<file path="src/rtl/id_stage_if.sv">
// IF / write-back / EX handshake bundle for the decode stage.
// The slave side is the decode stage; the master side drives it.
interface id_stage_if #(
  parameter int XLEN  = 32,
  parameter int NREGS = 32
) ();
  localparam int RW = $clog2(NREGS);

  logic            if_valid;
  logic            if_ready;
  logic [31:0]     if_instr;
  logic [XLEN-1:0] if_pc;
  logic            flush;
  logic            wb_we;
  logic [RW-1:0]   wb_rd;
  logic [XLEN-1:0] wb_data;
  logic            ex_valid;
  logic            ex_ready;
  logic [XLEN-1:0] ex_pc;
  logic [XLEN-1:0] ex_r1;
  logic [XLEN-1:0] ex_r2;
  logic [XLEN-1:0] ex_imm;
  logic [RW-1:0]   ex_rd;
  logic [10:0]     ex_ctrl;
  logic            ex_f7b5;
  logic            ex_illegal;

  modport master (
    output if_valid, if_instr, if_pc, flush,
    output wb_we, wb_rd, wb_data, ex_ready,
    input  if_ready, ex_valid, ex_pc, ex_r1, ex_r2,
    input  ex_imm, ex_rd, ex_ctrl, ex_f7b5, ex_illegal
  );

  modport slave (
    input  if_valid, if_instr, if_pc, flush,
    input  wb_we, wb_rd, wb_data, ex_ready,
    output if_ready, ex_valid, ex_pc, ex_r1, ex_r2,
    output ex_imm, ex_rd, ex_ctrl, ex_f7b5, ex_illegal
  );
endinterface

</file>
<file path="src/rtl/id_stage.sv">
// RV32 decode stage: register file, decoder, immediate generator,
// ID/EX register with valid/ready handshake and load-use stall.
module id_stage #(
  parameter int XLEN   = 32,
  parameter int NREGS  = 32,
  parameter int BYPASS = 1
) (
  input logic       clk,
  input logic       rst,
  id_stage_if.slave bus
);
  localparam int RW = $clog2(NREGS);

  localparam logic [6:0] OP_R     = 7'h33;
  localparam logic [6:0] OP_I     = 7'h13;
  localparam logic [6:0] OP_LD    = 7'h03;
  localparam logic [6:0] OP_ST    = 7'h23;
  localparam logic [6:0] OP_BR    = 7'h63;
  localparam logic [6:0] OP_LUI   = 7'h37;
  localparam logic [6:0] OP_AUIPC = 7'h17;
  localparam logic [6:0] OP_JAL   = 7'h6f;
  localparam logic [6:0] OP_JALR  = 7'h67;

  typedef struct packed {
    logic       reg_write;
    logic       mem_read;
    logic       mem_write;
    logic       branch;
    logic       alu_src;
    logic       mem_to_reg;
    logic [1:0] alu_op;
    logic [2:0] funct3;
  } ctrl_t;

  logic [XLEN-1:0] rf [NREGS];

  logic [31:0] instr;
  logic [6:0]  opc;
  logic [4:0]  rs1, rs2, rd;

  assign instr = bus.if_instr;
  assign opc   = instr[6:0];
  assign rd    = instr[11:7];
  assign rs1   = instr[19:15];
  assign rs2   = instr[24:20];

  logic [31:0] imm_i, imm_s, imm_b, imm_u, imm_j;

  assign imm_i = {{20{instr[31]}}, instr[31:20]};
  assign imm_s = {{20{instr[31]}}, instr[31:25], instr[11:7]};
  assign imm_b = {{19{instr[31]}}, instr[31], instr[7],
                  instr[30:25], instr[11:8], 1'b0};
  assign imm_u = {instr[31:12], 12'b0};
  assign imm_j = {{11{instr[31]}}, instr[31], instr[19:12],
                  instr[20], instr[30:21], 1'b0};

  ctrl_t       ctrl, ctrl_d;
  logic [31:0] imm32;
  logic        has_rd, use1, use2, bad_op;

  always_comb begin
    ctrl   = '0;
    imm32  = '0;
    has_rd = 1'b0;
    use1   = 1'b0;
    use2   = 1'b0;
    bad_op = 1'b0;
    unique case (1'b1)
      opc == OP_R: begin
        ctrl.reg_write = 1'b1;
        ctrl.alu_op    = 2'b10;
        has_rd = 1'b1;
        use1   = 1'b1;
        use2   = 1'b1;
      end
      opc == OP_I: begin
        ctrl.reg_write = 1'b1;
        ctrl.alu_src   = 1'b1;
        ctrl.alu_op    = 2'b10;
        imm32  = imm_i;
        has_rd = 1'b1;
        use1   = 1'b1;
      end
      opc == OP_LD: begin
        ctrl.reg_write  = 1'b1;
        ctrl.mem_read   = 1'b1;
        ctrl.alu_src    = 1'b1;
        ctrl.mem_to_reg = 1'b1;
        imm32  = imm_i;
        has_rd = 1'b1;
        use1   = 1'b1;
      end
      opc == OP_ST: begin
        ctrl.mem_write = 1'b1;
        ctrl.alu_src   = 1'b1;
        imm32 = imm_s;
        use1  = 1'b1;
        use2  = 1'b1;
      end
      opc == OP_BR: begin
        ctrl.branch = 1'b1;
        ctrl.alu_op = 2'b01;
        imm32 = imm_b;
        use1  = 1'b1;
        use2  = 1'b1;
      end
      opc == OP_LUI || opc == OP_AUIPC: begin
        ctrl.reg_write = 1'b1;
        ctrl.alu_src   = 1'b1;
        imm32  = imm_u;
        has_rd = 1'b1;
      end
      opc == OP_JAL: begin
        ctrl.reg_write = 1'b1;
        ctrl.alu_src   = 1'b1;
        imm32  = imm_j;
        has_rd = 1'b1;
      end
      opc == OP_JALR: begin
        ctrl.reg_write = 1'b1;
        ctrl.alu_src   = 1'b1;
        imm32  = imm_i;
        has_rd = 1'b1;
        use1   = 1'b1;
      end
      default: bad_op = 1'b1;
    endcase
    ctrl.funct3 = bad_op ? 3'b0 : instr[14:12];
  end

  // Indices beyond the architectural file (RV32E) are illegal.
  logic rd_oob, rs1_oob, rs2_oob, illegal;

  assign rd_oob  = {1'b0, rd}  >= 6'(NREGS);
  assign rs1_oob = {1'b0, rs1} >= 6'(NREGS);
  assign rs2_oob = {1'b0, rs2} >= 6'(NREGS);
  assign illegal = bad_op | (has_rd & rd_oob) |
                   (use1 & rs1_oob) | (use2 & rs2_oob);
  assign ctrl_d  = illegal ? '0 : ctrl;

  logic            byp;
  logic [XLEN-1:0] r1, r2;

  assign byp = (BYPASS != 0) && bus.wb_we;

  always_comb begin
    r1 = '0;
    r2 = '0;
    if (rs1 != '0 && !rs1_oob)
      r1 = (byp && 5'(bus.wb_rd) == rs1) ?
           bus.wb_data : rf[rs1[RW-1:0]];
    if (rs2 != '0 && !rs2_oob)
      r2 = (byp && 5'(bus.wb_rd) == rs2) ?
           bus.wb_data : rf[rs2[RW-1:0]];
  end

  logic            v_q, f7_q, ill_q;
  logic [XLEN-1:0] pc_q, r1_q, r2_q, imm_q;
  logic [RW-1:0]   rd_q;
  ctrl_t           ctrl_q;
  logic            adv, haz;

  assign adv = !v_q || bus.ex_ready;
  assign haz = v_q && ctrl_q.mem_read && rd_q != '0 &&
               ((use1 && 5'(rd_q) == rs1) ||
                (use2 && 5'(rd_q) == rs2));

  assign bus.if_ready   = !rst && adv && !haz;
  assign bus.ex_valid   = v_q;
  assign bus.ex_pc      = pc_q;
  assign bus.ex_r1      = r1_q;
  assign bus.ex_r2      = r2_q;
  assign bus.ex_imm     = imm_q;
  assign bus.ex_rd      = rd_q;
  assign bus.ex_ctrl    = ctrl_q;
  assign bus.ex_f7b5    = f7_q;
  assign bus.ex_illegal = ill_q;

  always_ff @(posedge clk) begin
    if (rst) begin
      for (int i = 0; i < NREGS; i++) rf[i] <= '0;
      v_q    <= 1'b0;
      pc_q   <= '0;
      r1_q   <= '0;
      r2_q   <= '0;
      imm_q  <= '0;
      rd_q   <= '0;
      ctrl_q <= '0;
      f7_q   <= 1'b0;
      ill_q  <= 1'b0;
    end else begin
      if (bus.wb_we && bus.wb_rd != '0)
        rf[bus.wb_rd] <= bus.wb_data;
      if (bus.flush) begin
        v_q <= 1'b0;
      end else if (adv) begin
        if (haz || !bus.if_valid) begin
          v_q <= 1'b0;
        end else begin
          v_q    <= 1'b1;
          pc_q   <= bus.if_pc;
          r1_q   <= r1;
          r2_q   <= r2;
          imm_q  <= illegal ? '0 : XLEN'($signed(imm32));
          rd_q   <= (has_rd && !illegal) ? rd[RW-1:0] : '0;
          ctrl_q <= ctrl_d;
          f7_q   <= instr[30];
          ill_q  <= illegal;
        end
      end
    end
  end
endmodule
</file>
<file path="src/flat_wrapper.sv">
// flat-port wrapper written by rule: the top's interface ports become plain ports
module id_stage_flat 
#(
  parameter int XLEN   = 32,
  parameter int NREGS  = 32,
  parameter int BYPASS = 1
)
  (clk, rst, bus_if_valid, bus_if_instr, bus_if_pc, bus_flush, bus_wb_we, bus_wb_rd, bus_wb_data, bus_ex_ready, bus_if_ready, bus_ex_valid, bus_ex_pc, bus_ex_r1, bus_ex_r2, bus_ex_imm, bus_ex_rd, bus_ex_ctrl, bus_ex_f7b5, bus_ex_illegal);
  id_stage_if #(.XLEN(XLEN), .NREGS(NREGS)) bus_i ();
  input logic clk;
  input logic rst;
  input wire logic [$bits(bus_i.if_valid)-1:0] bus_if_valid;
  input wire logic [$bits(bus_i.if_instr)-1:0] bus_if_instr;
  input wire logic [$bits(bus_i.if_pc)-1:0] bus_if_pc;
  input wire logic [$bits(bus_i.flush)-1:0] bus_flush;
  input wire logic [$bits(bus_i.wb_we)-1:0] bus_wb_we;
  input wire logic [$bits(bus_i.wb_rd)-1:0] bus_wb_rd;
  input wire logic [$bits(bus_i.wb_data)-1:0] bus_wb_data;
  input wire logic [$bits(bus_i.ex_ready)-1:0] bus_ex_ready;
  output wire logic [$bits(bus_i.if_ready)-1:0] bus_if_ready;
  output wire logic [$bits(bus_i.ex_valid)-1:0] bus_ex_valid;
  output wire logic [$bits(bus_i.ex_pc)-1:0] bus_ex_pc;
  output wire logic [$bits(bus_i.ex_r1)-1:0] bus_ex_r1;
  output wire logic [$bits(bus_i.ex_r2)-1:0] bus_ex_r2;
  output wire logic [$bits(bus_i.ex_imm)-1:0] bus_ex_imm;
  output wire logic [$bits(bus_i.ex_rd)-1:0] bus_ex_rd;
  output wire logic [$bits(bus_i.ex_ctrl)-1:0] bus_ex_ctrl;
  output wire logic [$bits(bus_i.ex_f7b5)-1:0] bus_ex_f7b5;
  output wire logic [$bits(bus_i.ex_illegal)-1:0] bus_ex_illegal;
  assign bus_i.if_valid = bus_if_valid;
  assign bus_i.if_instr = bus_if_instr;
  assign bus_i.if_pc = bus_if_pc;
  assign bus_i.flush = bus_flush;
  assign bus_i.wb_we = bus_wb_we;
  assign bus_i.wb_rd = bus_wb_rd;
  assign bus_i.wb_data = bus_wb_data;
  assign bus_i.ex_ready = bus_ex_ready;
  assign bus_if_ready = bus_i.if_ready;
  assign bus_ex_valid = bus_i.ex_valid;
  assign bus_ex_pc = bus_i.ex_pc;
  assign bus_ex_r1 = bus_i.ex_r1;
  assign bus_ex_r2 = bus_i.ex_r2;
  assign bus_ex_imm = bus_i.ex_imm;
  assign bus_ex_rd = bus_i.ex_rd;
  assign bus_ex_ctrl = bus_i.ex_ctrl;
  assign bus_ex_f7b5 = bus_i.ex_f7b5;
  assign bus_ex_illegal = bus_i.ex_illegal;
  id_stage #(.XLEN(XLEN), .NREGS(NREGS), .BYPASS(BYPASS)) u_core (.clk(clk), .rst(rst), .bus(bus_i));
endmodule
</file>
<file path="config.mk">
export PLATFORM = sky130hd
export DESIGN_NAME = id_stage_flat
export DESIGN_NICKNAME = d
export VERILOG_FILES = /design/src/rtl/id_stage_if.sv /design/src/rtl/id_stage.sv /design/src/flat_wrapper.sv
export SDC_FILE = /design/constraint.sdc
export NUM_CORES = 2
export LEC_CHECK = 0
export CAP_MARGIN = 20
export CORE_MARGIN = 5
export CORE_UTILIZATION = 55
export CTS_BUF_LIST = sky130_fd_sc_hd__clkbuf_16
export DETAILED_ROUTE_END_ITERATION = 16
export DONT_BUFFER_PORTS = 1
export PLACE_DENSITY = 0.7
export SETUP_SLACK_MARGIN = 0.15
export SYNTH_ARGS = -nofsm -noshare
export SYNTH_HDL_FRONTEND = slang
export SYNTH_SLANG_ARGS = --single-unit
</file>
<file path="constraint.sdc">
create_clock -name clk -period 2.4 [get_ports clk]
set_input_delay 0 -clock clk [delete_from_list [all_inputs] [get_ports clk]]
set_output_delay 0 -clock clk [all_outputs]
set_load 0.005 [all_outputs]
</file>
==> results.md <==
Clocking:
- The number of CTS-inserted buffers is 121.
- The count of clock tree sinks is about 1200.
- Clock tree synthesis selected as its root buffer the cell clkbuf_16.
- The clock latency reported for the late side of the worst-skew pair is between 700 and 800 ps.
- The TritonCTS clock tree is built.
- The largest buffer count on any clock path is 3.
- The H-tree was split into 3 levels.
- The clock-pin transition on the worst setup and hold timing paths is 70 ps.

Route:
- The count of vias placed by the detailed router is roughly 44000.
- The final layout contains routed wiring with a total length of approximately 210 mm.
- For this run, design rule violations remaining after detail routing come to 0.
- The violation count after the first detailed-route iteration is around 5900.
- Once detail routing completed, the nets flagged for antenna violations numbered 0.
- For this run, the detailed router's first-pass iteration total came to 6.
- Dividing the detail-routed via count by the number of cells gives between 6 and 7.
- In the final routed layout, each cell accounts on average for about 33 um.

Power:
- The static leakage is 0.0243 uW.
- The maximum vdd ir drop is 0.698 mV.
- The total power of the final layout is between 40000 and 50000 uW.
- The power per unit of standard cell area is 689 nW/um2.

Critical path:
- The critical path crosses 5 cells after its start point.
- Walking the worst path, the cells encountered are mux4_2, a22o_1, a31oi_1, a31oi_1, a221o_1.
- The required time reported for the critical path endpoint is roughly 3000 ps.
- The kind of cell adding the most delay to the critical path is compound AO/OA/AOI/OAI gates.
- The cell occurring most often along the worst timing path is a31oi_1.
- For this run, the slowest stage of the critical path takes about 1000 ps.
- The type of element capturing the critical path is a flip-flop.
- The master of the slowest instance on the critical path is mux4_2.
- The critical path is of the in -> reg type.
- The length in cells of the worst reg-to-reg path is 7.
- The largest fanout on the critical path is about 380.
- Counting both buffers and inverters, the worst setup path holds a total of 0.
- The worst setup path is launched from a primary input.
- The endpoint arrival time on the critical path is about 3000 ps.

Global route:
- The overflow left after global routing is 0.
- The global routing usage on met1 is between 40% and 50%.
- The total routing usage reported by global routing is between 30% and 40%.
- The number of global-route vias before repair came to 42500.
- For met3 alone, demand over resource in global routing was roughly 9.9%.
- The largest net degree at the start of global routing is approximately 410.
- For this run, global-route usage on met2 was measured as 52.5%.
- The initial antenna violation count is 12.
- The layer with the highest usage is met2.
- The first-pass GRT wire length is 296 mm.

Final layout:
- The register area is 33700 um2.
- The multi-input combinational cells in the finished layout cover a total of approximately 25000 um2.
- The leading cell type in the layout, fill and taps excluded is edfxtp_1.
- Leaving out fill and tap cells, the most frequent cells in the layout are 1024 x edfxtp_1, 704 x and2_1, 606 x mux2i_1, 343 x a22oi_1, 313 x nor3_1.
- The share of cells above drive strength 1 is between 10% and 20%.
- Once layout is complete, the utilization of the core stands at 62.4%.
- The number of filler cells placed in the layout is approximately 8000.
- Compared with the post-synthesis result, the final layout area differs by 12.9%.
- The final net count is about 4800.

Floorplan:
- After floorplanning, the core was sized to cover approximately 110000 um2.
- The vertical extent of the die is about 340 um.
- The number of top-level design ports is roughly 260.
- The floorplan step set the die width to 341 um.
- The die covers ~120000 um2.
- The initial standard-cell utilization of the core is 55.3%.
- The initialized floorplan defines approximately 120 standard-cell rows.

Logic synthesis:
- The top flip-flop cell by instance count after synthesis is edfxtp_1.
- In this run, synthesis inferred between 1000 and 1500 flip-flops with an integrated enable.
- After synthesis the netlist holds a flip-flop and latch count of 1169.
- After synthesis, the mean cell area works out to 12.8 um2.
- The sequential element share of the synthesized area is a little under three fifths.
- The Yosys step of the flow raised 0 warnings.
- The synthesized netlist contains 66 unique library cells.
- Summing every instance area after synthesis gives 60200 um2.
- The gate count of the mapped netlist is 4696.
- For this run, asynchronously set or reset flops after synthesis account for 0%.

STA:
- The final hold slack is -2.38 ps.
- Across all setup checks in the final design, the least slack found is -15.5 ps.
- In the finished design, the share of the clock period the worst path needs comes to 101%.
- The highest attainable clock frequency is 414 MHz.
- The final max-slew violation count is ~190.
- The time the final worst path needs with I/O delays and setup is 2420 ps.
- The worst pin sits at a relative slew slack of -14.3%.
- The final-report hold violation count came to 1.
- The total setup violations reported at the end of the flow is 1.
- Setup repair after global routing could not meet its margin everywhere.
- The clock arrives with approximately 26 ps of skew.
- The slew of the pin with the lowest slew margin is 1720 ps.

Worst hold path:
- The path type of the worst min-delay path is in -> reg.
- Counting instances, the worst hold path has a depth of 4.

Place:
- The final weighted congestion in routability-driven placement is between 0.9 and 1.
- During placement, the flow inserted port buffers numbering 0.
- OpenSTA, run right after detailed placement, puts the worst setup slack at 258 ps.
- The total half-perimeter wirelength after legalization and detailed placement is 118 mm.

Status:
- The flow ran to the end, but the final reports show violations.
- The final reports fail on hold timing, slew limit, setup timing.

Run:
- Max-cap violations in this run came to 0.
==> final cells by class <==
type / count / share of cell area, %
Clock buffer: 122 / 4.49
Timing Repair Buffer: 378 / 6.19
Tap cell: 1414 / 2.60
Inverter: 13 / 0.0718
Sequential cell: 1169 / 49.5
Multi-Input combinational cell: 3034 / 36.2
Clock inverter: 107 / 0.886
Antenna cell: 12 / 0.0442
==> cell usage after synthesis (4+ instances only) <==
| master | number | share of area (%) |
|---|---|---|
| nor3_1 | 314 | 2.6 |
| clkbuf_1 | 338 | 2.1 |
| nand4_1 | 15 | 0.16 |
| nand3b_1 | 15 | 0.19 |
| buf_1 | 22 | 0.14 |
| a221oi_1 | 6 | 0.087 |
| a22o_1 | 51 | 0.74 |
| nor2_1 | 84 | 0.52 |
| a22oi_1 | 343 | 4.3 |
| a221o_1 | 27 | 0.45 |
| nand2_1 | 141 | 0.88 |
| a211oi_1 | 28 | 0.35 |
| o21ai_0 | 25 | 0.21 |
| or2_2 | 35 | 0.36 |
| buf_2 | 114 | 0.95 |
| buf_4 | 34 | 0.42 |
| and2_1 | 706 | 7.3 |
| nor2b_1 | 11 | 0.11 |
| nand3_1 | 119 | 0.99 |
| edfxtp_1 | 1024 | 51 |
| inv_1 | 13 | 0.081 |
| o21a_1 | 4 | 0.050 |
| mux2i_1 | 606 | 10 |
| nor4_1 | 16 | 0.17 |
| mux4_2 | 208 | 7.8 |
| a31o_2 | 6 | 0.087 |
| o22ai_1 | 24 | 0.25 |
| a32o_1 | 10 | 0.17 |
| and4_1 | 21 | 0.31 |
| a21oi_1 | 54 | 0.45 |
| xor2_1 | 13 | 0.19 |
| a31oi_1 | 55 | 0.57 |
| nor3b_1 | 10 | 0.12 |
| dfxtp_1 | 145 | 4.8 |
| xnor2_1 | 7 | 0.10 |
==> flip-flops by register name (all words and copies together), names as in the netlist <==
register,count
u_core.rf,1024
u_core.bus.ex_imm,32
u_core.bus.ex_pc,32
u_core.bus.ex_r1,32
u_core.bus.ex_r2,32
u_core.bus.ex_ctrl,9
u_core.bus.ex_rd,5
u_core.bus.ex_f7b5,1
u_core.bus.ex_illegal,1
u_core.bus.ex_valid,1
==> worst min-delay path, delay by kind of cell <==
family	cells	cell delay, ps
AO/OA/AOI/OAI	1	240
AND/OR/NAND/NOR	1	60
buffers and inverters	2	360
==> cells by family (layout without fill, tap and decap cells) <==
group	count (synthesis)	in the layout	synth area share, %
buf+inv	524	620	3.75
simple gates	1507	1507	14.0
compound gates	659	659	8.11
mux	816	816	17.9
other cells	1	44	0.00623
xor+xnor	20	20	0.291
flops	1169	1169	55.9
==> through the flow <==
stage	hold WS [ps]	TNS (ps)	cell area, um2	std cells
finish	-2.38	-15.5	67900	6249
global route	6.55	0	67900	6243
CTS	2.89	0	67800	6235
detailed placement	65.0	0	61800	5802
global placement	66.2	0	61800	5802
floorplan	76.8	0	60300	4727
==> worst paths after layout <==
path | from | to | slack [ps]
worst max register to register | u_core.bus.ex_rd[2] | u_core.bus.ex_r2[2] | 90
worst min register to register | u_core.bus.ex_pc[26] | u_core.bus.ex_pc[26] | 480
worst max-delay path | bus_if_instr[20] | u_core.bus.ex_r2[31] | -20
worst min-delay path | bus_if_instr[21] | u_core.bus.ex_imm[21] | -2
==> metal layers <==
| metal | share of wire, % | wire [um] | vias to the layer above |
|---|---|---|---|
| met3 | 13 | 26500 | 763 |
| met1 | 35 | 73500 | 21600 |
| li1 | - | - | 18000 |
| met4 | 7.8 | 16300 | 6 |
| met5 | 0.022 | 45 | - |
| met2 | 44 | 92100 | 3243 |
==> power breakdown <==
part / internal, uW / leakage, uW / switching (uW)
logic: 2190 / 0.0115 / 3020
clock network: 9590 / 0.00194 / 8110
registers: 23200 / 0.0109 / 686
total: 35000 / 0.0243 / 11800
==> what timing repair did <==
action	CTS	global route
setup buffers	3	1
resized for setup	6	11
endpoints found under the setup margin	1	118
hold buffers	201	0
hold endpoints to repair	1424	0
pin swaps	4	0
No activity file was read; power rests on OpenSTA's default activity.
